**config.mk**
```make
export PLATFORM = sky130hd
export DESIGN_NAME = spi_target_front_flat
export DESIGN_NICKNAME = d
export VERILOG_FILES = /design/src/rtl/spi_target_front_if.sv /design/src/rtl/spi_target_front.sv /design/src/flat_wrapper.sv
export SDC_FILE = /design/constraint.sdc
export NUM_CORES = 1
export LEC_CHECK = 0
export ABC_AREA = 1
export BUFFER_PORTS_ARGS = -buffer_cell sky130_fd_sc_hd__clkbuf_2
export CAP_MARGIN = 20
export CORE_MARGIN = 3
export CORE_UTILIZATION = 25
export DETAILED_ROUTE_END_ITERATION = 7
export GPL_TIMING_DRIVEN = 0
export PLACE_DENSITY = 0.41
export SYNTH_ARGS = -nofsm -noshare
export SYNTH_HDL_FRONTEND = slang
export SYNTH_SLANG_ARGS = --single-unit
```
**constraint.sdc**
```tcl
create_clock -name spi_clk_in -period 1.5 [get_ports spi_clk_in]
set_clock_uncertainty 0.15 [all_clocks]
set_input_delay 0.15 -clock spi_clk_in [delete_from_list [all_inputs] [get_ports spi_clk_in]]
set_output_delay 0.15 -clock spi_clk_in [all_outputs]
set_load 0.01 [all_outputs]
```
**src/rtl/spi_target_front_if.sv**
```systemverilog
// Data-side bundle of the SPI target front end.
// The slave modport is the front end; master is the stream-side user.
interface spi_target_front_if;
    logic [31:0] data_miso;
    logic [31:0] data_mosi;
    logic        rx_valid;
    logic        tx_req;
    logic        spi_wide;
    logic        spi_busy;
    logic        frame_err;

    modport master (
        output data_miso,
        output spi_wide,
        input  data_mosi,
        input  rx_valid,
        input  tx_req,
        input  spi_busy,
        input  frame_err
    );

    modport slave (
        input  data_miso,
        input  spi_wide,
        output data_mosi,
        output rx_valid,
        output tx_req,
        output spi_busy,
        output frame_err
    );
endinterface

```
**src/rtl/spi_target_front.sv**
```systemverilog
// Mode-0 MSB-first SPI target: oversampled pins, 8/32-bit words,
// MISO driven from the data interface.
module spi_target_front #(
    parameter int SYNC_STAGES = 2
) (
    input  logic spi_clk_in,
    input  logic rst_n,
    input  logic spi_sck_i,
    input  logic spi_cs_n_i,
    input  logic spi_mosi_i,
    output logic spi_miso_o,
    output logic spi_miso_t,
    spi_target_front_if.slave bus
);

    typedef enum logic {
        IDLE,
        SHIFT
    } state_t;

    logic [SYNC_STAGES-1:0] sck_q;
    logic [SYNC_STAGES-1:0] cs_q;
    logic [SYNC_STAGES-1:0] mosi_q;
    logic sck_s, cs_s, mosi_s;
    logic sck_d, cs_d;
    logic sck_rise, sck_fall;
    logic cs_rise, cs_fall;

    state_t state, state_nxt;

    logic        wide_r;
    logic [31:0] tx_sh;
    logic [30:0] rx_sh;
    logic [31:0] rx_nxt;
    logic [4:0]  bit_cnt;
    logic        word_done;
    logic        rise_seen;

    function automatic logic [31:0] pack(
        input logic [31:0] d,
        input logic        w
    );
        return w ? d : {d[7:0], 24'b0};
    endfunction

    always_ff @(posedge spi_clk_in or negedge rst_n) begin
        if (!rst_n) begin
            sck_q  <= '0;
            cs_q   <= '1;
            mosi_q <= '0;
            sck_d  <= 1'b0;
            cs_d   <= 1'b1;
        end else begin
            sck_q  <= {sck_q[SYNC_STAGES-2:0], spi_sck_i};
            cs_q   <= {cs_q[SYNC_STAGES-2:0], spi_cs_n_i};
            mosi_q <= {mosi_q[SYNC_STAGES-2:0], spi_mosi_i};
            sck_d  <= sck_s;
            cs_d   <= cs_s;
        end
    end

    assign sck_s    = sck_q[SYNC_STAGES-1];
    assign cs_s     = cs_q[SYNC_STAGES-1];
    assign mosi_s   = mosi_q[SYNC_STAGES-1];
    assign sck_rise = sck_s & ~sck_d;
    assign sck_fall = ~sck_s & sck_d;
    assign cs_rise  = cs_s & ~cs_d;
    assign cs_fall  = ~cs_s & cs_d;
    assign rx_nxt   = {rx_sh, mosi_s};

    always_ff @(posedge spi_clk_in or negedge rst_n) begin
        if (!rst_n) begin
            state <= IDLE;
        end else begin
            state <= state_nxt;
        end
    end

    always_comb begin
        state_nxt = state;
        unique case (state)
            IDLE:    if (cs_fall) state_nxt = SHIFT;
            SHIFT:   if (cs_rise) state_nxt = IDLE;
            default: state_nxt = IDLE;
        endcase
    end

    always_comb begin
        bus.spi_busy = (state == SHIFT);
        spi_miso_t   = (state != SHIFT);
    end

    assign spi_miso_o = tx_sh[31];

    always_ff @(posedge spi_clk_in or negedge rst_n) begin
        if (!rst_n) begin
            wide_r        <= 1'b0;
            tx_sh         <= '0;
            rx_sh         <= '0;
            bit_cnt       <= '0;
            word_done     <= 1'b0;
            rise_seen     <= 1'b0;
            bus.data_mosi <= '0;
            bus.rx_valid  <= 1'b0;
            bus.tx_req    <= 1'b0;
            bus.frame_err <= 1'b0;
        end else begin
            bus.rx_valid  <= 1'b0;
            bus.tx_req    <= 1'b0;
            bus.frame_err <= 1'b0;
            if (state == IDLE) begin
                if (cs_fall) begin
                    wide_r     <= bus.spi_wide;
                    tx_sh      <= pack(bus.data_miso, bus.spi_wide);
                    bit_cnt    <= bus.spi_wide ? 5'd31 : 5'd7;
                    bus.tx_req <= 1'b1;
                    word_done  <= 1'b0;
                    rise_seen  <= 1'b0;
                end
            end else if (cs_rise) begin
                // CS has priority over any SCK edge in the same cycle
                if (!word_done && rise_seen) bus.frame_err <= 1'b1;
                tx_sh     <= '0;
                word_done <= 1'b0;
                rise_seen <= 1'b0;
            end else if (sck_rise) begin
                rx_sh     <= rx_nxt[30:0];
                rise_seen <= 1'b1;
                if (bit_cnt == 5'd0) begin
                    bus.data_mosi <= wide_r ? rx_nxt : {24'b0, rx_nxt[7:0]};
                    bus.rx_valid  <= 1'b1;
                    word_done     <= 1'b1;
                end
            end else if (sck_fall) begin
                if (word_done) begin
                    tx_sh      <= pack(bus.data_miso, wide_r);
                    bit_cnt    <= wide_r ? 5'd31 : 5'd7;
                    bus.tx_req <= 1'b1;
                    word_done  <= 1'b0;
                    rise_seen  <= 1'b0;
                end else begin
                    tx_sh   <= {tx_sh[30:0], 1'b0};
                    bit_cnt <= bit_cnt - 5'd1;
                end
            end
        end
    end

endmodule

```
**src/flat_wrapper.sv**
```systemverilog
// flat-port wrapper written by rule: the top's interface ports become plain ports
module spi_target_front_flat 
#(
    parameter int SYNC_STAGES = 2
)
  (spi_clk_in, rst_n, spi_sck_i, spi_cs_n_i, spi_mosi_i, spi_miso_o, spi_miso_t, bus_data_miso, bus_spi_wide, bus_data_mosi, bus_rx_valid, bus_tx_req, bus_spi_busy, bus_frame_err);
  spi_target_front_if bus_i ();
  input  logic spi_clk_in;
  input  logic rst_n;
  input  logic spi_sck_i;
  input  logic spi_cs_n_i;
  input  logic spi_mosi_i;
  output logic spi_miso_o;
  output logic spi_miso_t;
  input wire logic [$bits(bus_i.data_miso)-1:0] bus_data_miso;
  input wire logic [$bits(bus_i.spi_wide)-1:0] bus_spi_wide;
  output wire logic [$bits(bus_i.data_mosi)-1:0] bus_data_mosi;
  output wire logic [$bits(bus_i.rx_valid)-1:0] bus_rx_valid;
  output wire logic [$bits(bus_i.tx_req)-1:0] bus_tx_req;
  output wire logic [$bits(bus_i.spi_busy)-1:0] bus_spi_busy;
  output wire logic [$bits(bus_i.frame_err)-1:0] bus_frame_err;
  assign bus_i.data_miso = bus_data_miso;
  assign bus_i.spi_wide = bus_spi_wide;
  assign bus_data_mosi = bus_i.data_mosi;
  assign bus_rx_valid = bus_i.rx_valid;
  assign bus_tx_req = bus_i.tx_req;
  assign bus_spi_busy = bus_i.spi_busy;
  assign bus_frame_err = bus_i.frame_err;
  spi_target_front #(.SYNC_STAGES(SYNC_STAGES)) u_core (.spi_clk_in(spi_clk_in), .rst_n(rst_n), .spi_sck_i(spi_sck_i), .spi_cs_n_i(spi_cs_n_i), .spi_mosi_i(spi_mosi_i), .spi_miso_o(spi_miso_o), .spi_miso_t(spi_miso_t), .bus(bus_i));
endmodule
```
==> impl_metrics.py <==
metrics = {
    "run_status": {
        "status": "finished, violations left",
        "violations": "setup timing",
    },
    "drt": {
        "drt_pass1_iterations": 4,
        "wire_per_inst_um": 13.71,
        "via_count": 4199,
        "drtIter0Drc": 206,
        "vias_per_cell": 4.324,
        "post-route-drc-count": 0,
        "final_antenna_net_count": 0,
        "drt-total-wl_um": 13320,
    },
    "clock_network": {
        "cts-root-buf": "clkbuf_16",
        "clk_pin_slew_ns": 0.06,
        "numCtsBuffers": 17,
        "clkSinkCount": 115,
        "insertion_delay_ns": 0.40,
        "htreeDepth": 4,
        "cts_tree": "yes",
        "cts_max_path_buffers": 2,
    },
    "min_path": {
        "holdCritStartpoint": "bus_spi_wide",
        "hold_depth": 3,
        "hp-class": "in2reg",
        "holdPathEnd": "u_core.wide_r$_DFFE_PN0P_",
    },
    "floorplan": {
        "core-area_um2": 19080,
        "start_util_pct": 25.97,
        "io_pins": 76,
        "die_y_um": 146.8,
        "rows": 50,
        "fp.dieArea_um2": 21550,
        "die_w_um": 146.8,
    },
    "final_layout": {
        "fin_util_pct": 38.48,
        "multi_input_area_um2": 2117,
        "nNetsFinal": 737,
        "fillers": 1903,
        "area.growth.synth_to_final_pct": 48.14,
        "antennaDiodeCount": 0,
        "seq_area_um2": 2882,
        "drive_above_1_share_pct": 37.83,
    },
    "setup_path": {
        "cp_cell_sequence": "inv_4 -> nand2_4 -> nand2_8 -> inv_8 -> nand2_2 -> nand2_4 -> inv_8 -> buf_12 -> nor2_2 -> a21oi_2",
        "r2r-start": "u_core.cs_d$_DFF_PN1_",
        "required_ns": 1.64,
        "critical_path.startpoint_type": "flop",
        "path_max_fanout": 10,
        "cpPeakStageDelay_ns": 0.54,
        "criticalPathCategory": "reg2reg",
        "worstReg2RegEnd": "u_core.tx_sh[9]$_DFFE_PN0P_",
        "r2r_slack_ns": -0.17,
        "critPathTopFamily": "flip-flops",
        "slowest_stage": "dfstp_2",
        "reg2reg_depth": 10,
        "cp.buffers_inverters": 4,
        "cp-end-kind": "flop",
        "cp.arrival_ns": 1.81,
    },
    "global_routing": {
        "grt_first_pass_wirelength_um": 22090,
        "grt_max_degree": 68,
        "grt_use_total_pct": 12.68,
        "antenna_found_initial": 0,
        "grt.overflow.total": 0,
        "grt_pass1_vias": 4462,
    },
    "synth": {
        "synth_top_family_by_area": "simple AND/OR/NAND/NOR gates",
        "synth-simple-area-share_pct": 19.74,
        "async_reset_ff_share_pct": 100.0,
        "ys_seq_area_share_pct": 58.14,
        "netlist.area_leader.share_pct": 56.55,
        "ys.flop_type": "dfrtp_1",
        "synthMuxAreaShare_pct": 0,
        "ys_types": 31,
        "synth_compound_area_share_pct": 16.23,
        "yosysMostFrequentCell": "nand2_1",
        "synth_area_per_cell_um2": 9.094,
        "synth_adder_area_share_pct": 0.2525,
        "synth_area_leader_cell": "dfrtp_1",
        "netlist_area_um2": 4956,
        "synthXorXnorAreaFrac_pct": 0,
        "synth_seq_cells": 115,
        "synthTopCellsByCount": "nand2_1 (178), dfrtp_1 (112), nor2_1 (54)",
        "synth-edff-count": 0,
        "yosys_warnings": 0,
        "synth_nets": 584,
        "ys_top_cells_by_area": "dfrtp_1 (57%), nand2_1 (13%), a21oi_1 (4.2%)",
        "syn_inst": 545,
    },
    "place": {
        "portBuffers": 75,
        "dp_hpwl_um": 8476,
        "gp_congestion": 0.7368,
    },
    "timing": {
        "max_freq_mhz": 598.2,
        "finalWorstSetupSlack_ns": -0.1717,
        "hold_violations": 0,
        "worst_pin_slew_ns": 0.5102,
        "slew_violations": 0,
        "finalSetupViolations": 83,
        "finalCritPeriodShare_pct": 111.4,
        "max-slew-margin-rel_pct": 65.95,
        "hold_slack_ns": 0.01943,
        "rsz0062_at_grt": "yes",
        "post-route-min-period_ns": 1.672,
        "setup-tns-final_ns": -10.30,
    },
    "power_and_ir_drop": {
        "power_density_nw_per_um2": 1387,
        "leakagePower_nw": 3.454,
        "ir_worst_vdd_uv": 797.9,
    },
    "run": {
        "cap_violations": 0,
    },
}
kinds of logic after synthesis:
| group | Yosys count |
|---|---|
| buffers and inverters | 51 |
| DFF | 115 |
| adders and majority gates | 1 |
| AOI/OAI and AO/OA | 131 |
| and+or+nand+nor | 247 |
placed cells by master (no fill, tap or decap), drive strengths merged, types with 2 or more instances in the layout:
cell / n
a21oi: 62
a22o: 6
a22oi: 2
buf: 42
clkbuf: 103
clkinv: 10
clkinvlp: 2
dfrtp: 112
dfstp: 3
dlygate4sd3: 35
inv: 24
nand2: 182
nand3: 7
nor2: 56
nor3: 2
o21ai: 58
tightest hold or removal path, stage by stage:
cell	delay (ns)
clkbuf_2	0.11
inv_1	0.11
o21ai_0	0.17
state kept, by name, summed over array words and instances, names as in the netlist:
name,cells
u_core.wide_r,1
u_core.bus.data_mosi,32
u_core.word_done,1
u_core.rx_sh,31
u_core.bus.rx_valid,1
u_core.tx_sh,32
u_core.bus.tx_req,1
u_core.rise_seen,1
u_core.bit_cnt,5
u_core.sck_d,1
u_core.sck_q,2
u_core.bus.spi_busy,1
u_core.mosi_q,2
u_core.bus.frame_err,1
u_core.cs_q,2
u_core.cs_d,1
worst max-delay path by stage:
stage / endpoint / cells after the start / slack [ns] / startpoint
floorplan: u_core.bus.data_mosi[0]$_DFFE_PN0P_ / 10 / -0.07 / u_core.cs_d$_DFF_PN1_
global placement: u_core.bus.data_mosi[17]$_DFFE_PN0P_ / 1 / -1.73 / rst_n
detailed placement: u_core.bus.data_mosi[22]$_DFFE_PN0P_ / 7 / -0.47 / u_core.bit_cnt[0]$_DFFE_PN0P_
CTS: u_core.tx_sh[9]$_DFFE_PN0P_ / 10 / -0.16 / u_core.cs_d$_DFF_PN1_
global route: u_core.tx_sh[17]$_DFFE_PN0P_ / 9 / -0.25 / u_core.cs_q[1]$_DFF_PN1_
finish: u_core.tx_sh[9]$_DFFE_PN0P_ / 10 / -0.17 / u_core.cs_d$_DFF_PN1_
cell type report:
cell class / instances / share of cell area (%)
sequential: 115 / 39.25
clock inverter: 12 / 1.500
timing repair buffer: 135 / 13.92
tap: 260 / 4.431
clock buffer: 20 / 6.084
inverter: 25 / 1.670
buffer: 25 / 4.312
multi-input combinational: 379 / 28.83
metal layers:
layer / GRT usage, % / vias up / wire length [µm]
met4: 3.763 / 0 / 89
met3: 3.424 / 7 / 614
met1: 16.44 / 2012 / 6298
li1: - / 2087 / -
met2: 20.81 / 93 / 6315
met5: 0 / - / 0
through the flow:
step | setup slack (ns) | total power [mW] | cells | instance area, µm²
floorplan | -0.07462 | 5.262 | 545 | 5026
global placement | -1.727 | 5.747 | 880 | 5727
detailed placement | -0.4722 | 5.790 | 881 | 5763
CTS | -0.1634 | 9.897 | 958 | 6889
global route | -0.2509 | 10.80 | 971 | 7342
finish | -0.1717 | 10.18 | 971 | 7342
report_power, final:
| part | total (mW) | internal, mW | switching (mW) |
|---|---|---|---|
| combinational | 2.36 | 1.08 | 1.27 |
| sequential | 4.05 | 3.63 | 0.424 |
| clock | 3.78 | 2.32 | 1.46 |
| total | 10.2 | 7.03 | 3.15 |
what timing repair did:
action,4_1_cts,5_1_grt
endpoints found under the setup margin,104,104
pin swaps,5,3
hold buffers,35,0
buffers inserted,10,9
endpoints found under the hold margin,145,0
resized for setup,41,95
gates cloned,1,4
Note: power is estimated with default switching activity, not from simulation.
